File: config.mk
export PLATFORM = sky130hd
export DESIGN_NAME = exec_unit8
export DESIGN_NICKNAME = d
export VERILOG_FILES = /design/src/rtl/exec_pkg.sv /design/src/rtl/exec_regfile.sv /design/src/rtl/exec_unit8.sv
export SDC_FILE = /design/constraint.sdc
export NUM_CORES = 1
export LEC_CHECK = 0
export BUFFER_PORTS_ARGS = -buffer_cell sky130_fd_sc_hd__buf_2
export CORE_MARGIN = 2
export CORE_UTILIZATION = 55
export DETAILED_ROUTE_END_ITERATION = 8
export MAX_ROUTING_LAYER = met4
export PLACE_DENSITY = 0.74
export SETUP_SLACK_MARGIN = 0.02
export SKIP_CTS_REPAIR_TIMING = 1
export SYNTH_ARGS = -nofsm -noshare
export SYNTH_HDL_FRONTEND = slang
export SYNTH_SLANG_ARGS = --single-unit
export TNS_END_PERCENT = 10
File: constraint.sdc
create_clock -name clock -period 3.5 [get_ports clock]
set_clock_uncertainty 0.05 [all_clocks]
set_input_delay 0.7 -clock clock [delete_from_list [all_inputs] [get_ports clock]]
set_output_delay 0.7 -clock clock [all_outputs]
set_load 0.1 [all_outputs]
File: src/rtl/exec_pkg.sv
// Shared types and field positions for the exec_unit8 execute stage.
// The optional ADDC carry chain is enabled by defining EXEC_CARRY_CHAIN_EN.
package exec_pkg;

    localparam int INSTR_W     = 19;
    localparam int DATA_W      = 8;
    localparam int REG_AW      = 3;
    localparam int OP_MSB      = 18;
    localparam int IMM_SEL_BIT = 15;
    localparam int RD_LSB      = 12;
    localparam int RS1_LSB     = 9;
    localparam int RS2_LSB     = 6;

    typedef enum logic [2:0] {
        OP_AND   = 3'b000,
        OP_OR    = 3'b001,
        OP_XOR   = 3'b010,
        OP_NOT   = 3'b011,
        OP_ADD   = 3'b100,
        OP_ADDC  = 3'b101,
        OP_LOADI = 3'b110,
        OP_HALT  = 3'b111
    } op_e;

    typedef enum logic [1:0] {
        FETCH = 2'd0,
        EXEC  = 2'd1,
        WB    = 2'd2,
        HALT  = 2'd3
    } state_e;

    function automatic logic is_arith(input op_e op);
        return (op == OP_ADD) || (op == OP_ADDC);
    endfunction

endpackage

File: src/rtl/exec_regfile.sv
// NREGS x 8 register file: two combinational read ports, one synchronous
// write port, R0 hardwired to zero, synchronous clear.
module exec_regfile
    import exec_pkg::*;
#(
    parameter int NREGS = 8
) (
    input  logic              clock,
    input  logic              reset,
    input  logic [REG_AW-1:0] raddr_a,
    input  logic [REG_AW-1:0] raddr_b,
    output logic [DATA_W-1:0] rdata_a,
    output logic [DATA_W-1:0] rdata_b,
    input  logic              we,
    input  logic [REG_AW-1:0] waddr,
    input  logic [DATA_W-1:0] wdata
);

    localparam int AW = (NREGS > 1) ? $clog2(NREGS) : 1;

    logic [DATA_W-1:0] regs_q [NREGS];
    logic [DATA_W-1:0] regs_d [NREGS];

    logic [AW-1:0] idx_a;
    logic [AW-1:0] idx_b;
    logic [AW-1:0] idx_w;

    assign idx_a = raddr_a[AW-1:0];
    assign idx_b = raddr_b[AW-1:0];
    assign idx_w = waddr[AW-1:0];

    assign rdata_a = (idx_a == '0) ? '0 : regs_q[idx_a];
    assign rdata_b = (idx_b == '0) ? '0 : regs_q[idx_b];

    generate
        for (genvar gi = 0; gi < NREGS; gi++) begin : g_reg
            if (gi == 0) begin : g_zero
                assign regs_d[gi] = '0;
            end else begin : g_data
                assign regs_d[gi] = (we && (idx_w == AW'(gi))) ? wdata : regs_q[gi];
            end
        end
    endgenerate

    always_ff @(posedge clock) begin
        if (reset) begin
            for (int i = 0; i < NREGS; i++) begin
                regs_q[i] <= '0;
            end
        end else begin
            regs_q <= regs_d;
        end
    end

endmodule

File: src/rtl/exec_unit8.sv
// Three-cycle FETCH/EXEC/WB execute stage with inline 8-bit ALU and flags.
// Define EXEC_CARRY_CHAIN_EN to feed carry_flag into ADDC; otherwise ADDC == ADD.
module exec_unit8
    import exec_pkg::*;
#(
    parameter int NREGS = 8,
    parameter int CNT_W = 8
) (
    input  logic               clock,
    input  logic               reset,
    input  logic [INSTR_W-1:0] instr,
    input  logic               instr_valid,
    output logic               instr_ready,
    output logic [DATA_W-1:0]  wb_data,
    output logic [REG_AW-1:0]  wb_addr,
    output logic               zero_flag,
    output logic               carry_flag,
    output logic               halted,
    output logic [CNT_W-1:0]   retire_cnt
);

    state_e             state_q,  state_d;
    logic [INSTR_W-1:0] ir_q,     ir_d;
    logic [DATA_W:0]    res_q,    res_d;
    logic [DATA_W-1:0]  wb_data_q, wb_data_d;
    logic [REG_AW-1:0]  wb_addr_q, wb_addr_d;
    logic               zero_q,   zero_d;
    logic               carry_q,  carry_d;
    logic               halted_q, halted_d;
    logic               ready_q,  ready_d;
    logic [CNT_W-1:0]   cnt_q,    cnt_d;

    op_e               op;
    logic              imm_sel;
    logic [REG_AW-1:0] rd, rs1, rs2;
    logic [DATA_W-1:0] imm8;
    logic [DATA_W-1:0] rdata_a, rdata_b;
    logic [DATA_W-1:0] opa, opb;
    logic              cin;
    logic [DATA_W:0]   alu_res;
    logic              rf_we;

    assign op      = op_e'(ir_q[OP_MSB -: 3]);
    assign imm_sel = ir_q[IMM_SEL_BIT];
    assign rd      = ir_q[RD_LSB +: REG_AW];
    assign rs1     = ir_q[RS1_LSB +: REG_AW];
    assign rs2     = ir_q[RS2_LSB +: REG_AW];
    assign imm8    = ir_q[DATA_W-1:0];

    // Write happens in WB from the result latched during EXEC; R0 filtering is in the regfile.
    assign rf_we = (state_q == WB);

    exec_regfile #(
        .NREGS (NREGS)
    ) u_regfile (
        .clock   (clock),
        .reset   (reset),
        .raddr_a (rs1),
        .raddr_b (rs2),
        .rdata_a (rdata_a),
        .rdata_b (rdata_b),
        .we      (rf_we),
        .waddr   (rd),
        .wdata   (res_q[DATA_W-1:0])
    );

    assign opa = rdata_a;
    assign opb = imm_sel ? imm8 : rdata_b;

    always_comb begin
        cin = 1'b0;
`ifdef EXEC_CARRY_CHAIN_EN
        if (op == OP_ADDC) begin
            cin = carry_q;
        end
`else
        cin = 1'b0;
`endif
        alu_res = '0;
        case (op)
            OP_AND:          alu_res = {1'b0, opa & opb};
            OP_OR:           alu_res = {1'b0, opa | opb};
            OP_XOR:          alu_res = {1'b0, opa ^ opb};
            OP_NOT:          alu_res = {1'b0, ~opa};
            OP_ADD, OP_ADDC: alu_res = {1'b0, opa} + {1'b0, opb} + {{DATA_W{1'b0}}, cin};
            OP_LOADI:        alu_res = {1'b0, imm8};
            default:         alu_res = '0;
        endcase
    end

    always_comb begin
        state_d   = state_q;
        ir_d      = ir_q;
        res_d     = res_q;
        wb_data_d = wb_data_q;
        wb_addr_d = wb_addr_q;
        zero_d    = zero_q;
        carry_d   = carry_q;
        halted_d  = halted_q;
        ready_d   = 1'b0;
        cnt_d     = cnt_q;
        case (state_q)
            FETCH: begin
                if (instr_valid) begin
                    ir_d    = instr;
                    state_d = EXEC;
                end
            end
            EXEC: begin
                res_d = alu_res;
                if (op == OP_HALT) begin
                    state_d  = HALT;
                    halted_d = 1'b1;
                end else begin
                    state_d = WB;
                end
            end
            WB: begin
                wb_data_d = res_q[DATA_W-1:0];
                wb_addr_d = rd;
                zero_d    = (res_q[DATA_W-1:0] == '0);
                if (is_arith(op)) begin
                    carry_d = res_q[DATA_W];
                end
                ready_d = 1'b1;
                cnt_d   = cnt_q + CNT_W'(1);
                state_d = FETCH;
            end
            default: begin
                state_d = HALT;
            end
        endcase
    end

    always_ff @(posedge clock) begin
        if (reset) begin
            state_q   <= FETCH;
            ir_q      <= '0;
            res_q     <= '0;
            wb_data_q <= '0;
            wb_addr_q <= '0;
            zero_q    <= 1'b0;
            carry_q   <= 1'b0;
            halted_q  <= 1'b0;
            ready_q   <= 1'b0;
            cnt_q     <= '0;
        end else begin
            state_q   <= state_d;
            ir_q      <= ir_d;
            res_q     <= res_d;
            wb_data_q <= wb_data_d;
            wb_addr_q <= wb_addr_d;
            zero_q    <= zero_d;
            carry_q   <= carry_d;
            halted_q  <= halted_d;
            ready_q   <= ready_d;
            cnt_q     <= cnt_d;
        end
    end

    assign instr_ready = ready_q;
    assign wb_data     = wb_data_q;
    assign wb_addr     = wb_addr_q;
    assign zero_flag   = zero_q;
    assign carry_flag  = carry_q;
    assign halted      = halted_q;
    assign retire_cnt  = cnt_q;

endmodule

* Word-level counts from Yosys, hierarchy flattened
Cells that the tools add are included.
Storage, ports and cells: register bits 109, logic and storage cells 75
Cells by class: magnitude comparators 2, bitwise operators 6, add/subtract/negate cells 2, equality and inequality tests 17, multiplexer cells 14, reductions and logical operators 17
Operators by type and width (count):
- 2-to-1 mux 8 bit | 7
- case mux 9 bit (6 select lines) | 1
- binary-select mux 8 bit (select 3 bit) | 2
- equality test 3 bit (second input constant) | 8
- equality test 3 x 2 -> 1 bit (second input constant) | 4
- adder 8 x 8 -> 9 bit | 1
- zero test 3 bit | 3
- adder 8 x 1 -> 8 bit (second input constant) | 1
- AND 8 bit | 1
- >= comparator 4 bit (second input constant) | 2
- zero test 8 bit | 1
- inverter 3 -> 4 bit | 2
- inverter 8 bit | 1
- bitwise OR 8 bit | 1
- bitwise XOR 8 bit | 1
- logical AND 1 bit | 7
- equality test 3 x 1 -> 1 bit (second input constant) | 2
- case mux 2 bit (3 select lines) | 1
- AND reduction 2 bit | 3
- equality test 2 x 1 -> 1 bit (second input constant) | 1
- equality test 2 bit (second input constant) | 1
- zero test 2 bit | 1
- 2-to-1 mux 1 bit | 2
- 2-to-1 mux 2 bit | 1
- 3 further kinds | 3

* Logic depth before layout (Yosys ltp)
depth in word-level cells 8, gate-level depth with buffers 12

* Hierarchy
From an unflattened synthesis, not the netlist that was laid out.
Unflattened totals: cell total of the unflattened synthesis 692, area total of the unflattened synthesis 6137.1 um2
By module, submodules not included:
- exec_regfile | seq. area each 1121.1 um2, area each 3190.6 um2, cells each 330, instances 1
- exec_unit8 | seq. area each 1061.0 um2, area each 2946.6 um2, cells each 362, instances 1

* Least setup slack after synthesis
Ideal clock, no wire load.
path kind register to register, start point register ir_q[8], end point register res_q[8], library setup time 0.132 ns, stages on the path, launching flop included 12, clock period less this slack 3.011 ns, buffers on the path 1, path slack 0.489 ns, data arrival time 2.829 ns, cell sequence dfxtp_1 clkbuf_1 mux2_2 a221oi_1 o31ai_1 ha_1 fa_1 a211oi_1 o21bai_1 a311o_1 o2111ai_1 a21oi_1
Between the ends: word-level cells in the longest chain between the ends 8, elaborated cells between the ends (all ways) 9, those cells by class add/sub (1); mux (6); bitwise (1); reduce/logical (1)
Ends and longest elaborated chain:
- start: declaration | line exec_unit8.sv:23 | logic [INSTR_W-1:0] ir_q, ir_d;
- start signal: assignment | line exec_unit8.sv:149 | ir_q <= ir_d;
- inverter 3 -> 4 bit (not written as such) | line exec_regfile.sv:33 | assign rdata_b = (idx_b == '0) ? '0 : regs_q[idx_b];
- binary-select mux 8 bit (select 3 bit) | line exec_regfile.sv:33
- 2-to-1 mux 8 bit (not written as such) (2 in a row) | line exec_regfile.sv:33
- 2-to-1 mux 8 bit (*) | line exec_regfile.sv:33
- 2-to-1 mux 8 bit (*) | line exec_unit8.sv:68 | assign opb = imm_sel ? imm8 : rdata_b;
- adder 8 x 8 -> 9 bit (*) | line exec_unit8.sv:85 | OP_ADD, OP_ADDC: alu_res = {1'b0, opa} + {1'b0, opb} + {{DATA_W{1'b0}}, cin};
- case mux 9 bit (6 select lines) (*) | line exec_unit8.sv:80 | case (op)
- end signal: assignment | line exec_unit8.sv:150 | res_q <= res_d;
- end: declaration | line exec_unit8.sv:24 | logic [DATA_W:0] res_q, res_d;
Every way passes the cells marked *; elsewhere a longest branch is shown, timed or not. The select of a mux whose other input is x is not followed. A chain may end at the register's enable or synchronous reset.

* Worst setup path after layout
start point register ir_q[10], end point register res_q[7]
Between the ends: word-level cells in the longest chain between the ends 7, elaborated cells between the ends (all ways) 12, those cells by class add/sub (1); mux (5); bitwise (5); reduce/logical (1)
Ends and longest elaborated chain:
- inverter 3 -> 4 bit (not written as such) | line exec_regfile.sv:32 | assign rdata_a = (idx_a == '0) ? '0 : regs_q[idx_a];
- binary-select mux 8 bit (select 3 bit) | line exec_regfile.sv:32
- 2-to-1 mux 8 bit (not written as such) (2 in a row) | line exec_regfile.sv:32
- 2-to-1 mux 8 bit (*) | line exec_regfile.sv:32
- adder 8 x 8 -> 9 bit, or another cell as far along | line exec_unit8.sv:85
- case mux 9 bit (6 select lines) (*) | line exec_unit8.sv:80
Marks and branches as above.

==> out/qor.csv <==
stage,metric,value,unit
global_routing,antenna_found_initial,0,
placement,port_buffers,44,
setup_path,path_buf_inv,3,
route,drtIter0Drc,447,
logic_synthesis,netlist_area,5850,um2
cts,ctsHtreeMaxLevel,3,
layout,fin_nets,722,
setup_path,rrSetupSlack,290,ps
logic_synthesis,synthesis.nets,701,
setup_path,arrival,3440,ps
logic_synthesis,ys_seq_elements,109,
setup_path,setup.worst_path.class,reg -> reg,
cts,ctsRootBufferMaster,clkbuf_8,
layout,area_delta_synth_final,8.52,%
setup_path,crit_top_cell,buf_4,
sta,drv_slew,0,
route,wl_per_cell,19.0,um
floorplan,dieArea,11500,um2
cts,cts_made_buffers,9,
route,ant_nets,0,
layout,fin_util,61.4,%
logic_synthesis,ys_seq_area_share,37.3,%
placement,gp_congestion,0.932,
route,drc,0,
setup_path,path_max_fanout,16,
power_and_ir_drop,vdd_drop_max,0.344,mV
cts,cts_max_path_buffers,2,
sta,setup_viol,0,
sta,finalCritPeriodShare,91.8,%
global_routing,grt_pass1_vias,4847,
job,cap_violations,0,
floorplan,start_util,56.6,%
setup_path,cp_top_family,simple AND/OR/NAND/NOR gates,
logic_synthesis,yosysUniqueCellTypes,54,
logic_synthesis,syn_avg_cell_area,8.84,um2
logic_synthesis,yosysWarnings,0,
floorplan,fp.dieH,107,um
cts,clk_latency,390,ps
placement,place_ws,265,ps
power_and_ir_drop,p_leak,2.57,nW
setup_path,cp_cell_sequence,"buf_4, nor2b_1, buf_4, a221oi_1, a221oi_1, buf_4, ha_1, a21oi_1, o21ai_0, or3_1, nand3_1, a21oi_1",
logic_synthesis,ys_async_sr_fraction,0,%
sta,rsz0062_at_grt,false,
sta,fmax,311,MHz
sta,maxSlewHeadroom,29.1,%
route,via_per_inst,6.04,
setup_path,start_kind,flop,
logic_synthesis,yosys_most_used_dff,dfxtp_1,
logic_synthesis,syn_inst,661,
outcome,outcome,completed,
hold_path,hold_class,reg -> reg,
sta,fin_crit,3210,ps
setup_path,cp_data_required_time,3730,ps
sta,worst_slack,288,ps
cts,clkTransAtPathRegs,110,ps
global_routing,grt_max_degree,108,
sta,hold_viol,0,
logic_synthesis,synth_edf_count,0,
layout,diodes,0,
floorplan,num_io_pins,45,
sta,setup_tns,0,ps
floorplan,core_area,10300,um2
route,wl,15600,um
route,via_count,4970,
sta,tightest_slew,1060,ps
power_and_ir_drop,p_per_area,391,nW/um2
layout,drive_above_1_share,16.3,%
global_routing,grt_pass1_wl,25200,um
cts,cts_tree,done,
setup_path,crit_slowest_cell,dfxtp_1,
global_routing,grt_overflow_total,0,
cts,cts.sinks,109,
floorplan,rows,37,
placement,dp_hpwl,11000,um
power_and_ir_drop,p_total,2.48,mW
layout,fillers,924,
setup_path,max_stage_delay,440,ps
floorplan,die_x,107,um
setup_path,endpoint_kind,flop,
route,drt_first_pass_iters,5,
global_routing,grt_usage,29.4,%
tightest hold or removal path, delay by kind of cell, from the launching register on:
kind	cells	cell delay [ps]
AND/OR/NAND/NOR	1	50
AO/OA/AOI/OAI	1	50
flip-flops	1	330
sequential cells by signal, summed over array words and instances, names as in the netlist:
register,flops
res_q,9
instr_ready,1
wb_data,8
wb_addr,3
carry_flag,1
zero_flag,1
u_regfile.regs_q,56
state_q,2
retire_cnt,8
ir_q,19
halted,1
worst paths after layout:
| kind | endpoint | depth (start not counted) | from |
|---|---|---|---|
| worst max-delay path | res_q[7] | 12 | ir_q[10] |
| worst min-delay path | wb_addr[2] | 2 | wb_addr[2] |
| worst max register to register | res_q[7] | 12 | ir_q[10] |
| worst min register to register | wb_addr[2] | 2 | wb_addr[2] |
routing by layer:
layer	GRT usage [%]	share of wire [%]
met5	-	0
met3	5.96	7.1
met4	14.9	4.9
met1	37.9	44
met2	43.7	44
stage by stage:
step,hold slack (ps),instance area (um2),instances
floorplan,382,5850,661
global placement,390,6100,807
detailed placement,398,6100,807
CTS,415,6330,823
global route,442,6340,823
finish,414,6340,823
where the power goes:
| group | internal, mW | switching, mW | total, mW |
|---|---|---|---|
| registers | 1.26 | 0.0444 | 1.30 |
| clock network | 0.436 | 0.467 | 0.903 |
| logic | 0.102 | 0.174 | 0.276 |
| total | 1.80 | 0.685 | 2.48 |
synthesized netlist by cell type, drive strengths merged (8+ instances only):
| cell type | number | area, um2 |
|---|---|---|
| ha | 17 | 213 |
| buf | 24 | 169 |
| or3 | 9 | 56.3 |
| nand3 | 8 | 40.0 |
| mux2i | 71 | 711 |
| o21ai | 23 | 115 |
| nor2 | 84 | 318 |
| clkbuf | 28 | 105 |
| a221oi | 17 | 155 |
| nand2 | 86 | 323 |
| nor2b | 13 | 81.3 |
| mux4 | 11 | 259 |
| inv | 19 | 71.3 |
| mux2 | 17 | 191 |
| dfxtp | 109 | 2180 |
| a21oi | 49 | 245 |
placed cells by master, fill, tap and decap left out, drive strengths merged, types with 17 or more instances in the layout:
master | Yosys | layout
nor2 | 84 | 84
inv | 19 | 23
a21oi | 49 | 49
a221oi | 17 | 17
mux2 | 17 | 17
dfxtp | 109 | 109
o21ai | 23 | 23
ha | 17 | 17
nand2 | 86 | 86
buf | 24 | 62
mux2i | 71 | 71
layout make-up:
cell class | instances | area [um2] | area share (%)
inverters | 19 | 71.3 | 1.12
well taps | 136 | 170 | 2.68
flip-flops and latches | 109 | 2180 | 34.4
repair buffers | 62 | 358 | 5.64
clock buffers | 10 | 138 | 2.17
multi-input cells | 481 | 3330 | 52.4
clock inverters | 6 | 97.6 | 1.54
kinds of logic (layout without fill, tap and decap cells):
| kind of cell | count (synthesis) | after routing | synth area share, % |
|---|---|---|---|
| AND/OR/NAND/NOR | 227 | 227 | 17.1 |
| multiplexers | 99 | 99 | 19.9 |
| XOR/XNOR | 8 | 8 | 1.20 |
| AO/OA/AOI/OAI | 129 | 129 | 14.6 |
| buffers and inverters | 71 | 97 | 5.91 |
| flip-flops | 109 | 109 | 37.3 |
| adder cells (fa/ha/maj) | 18 | 18 | 3.98 |
No activity file was read; power rests on OpenSTA's default activity.
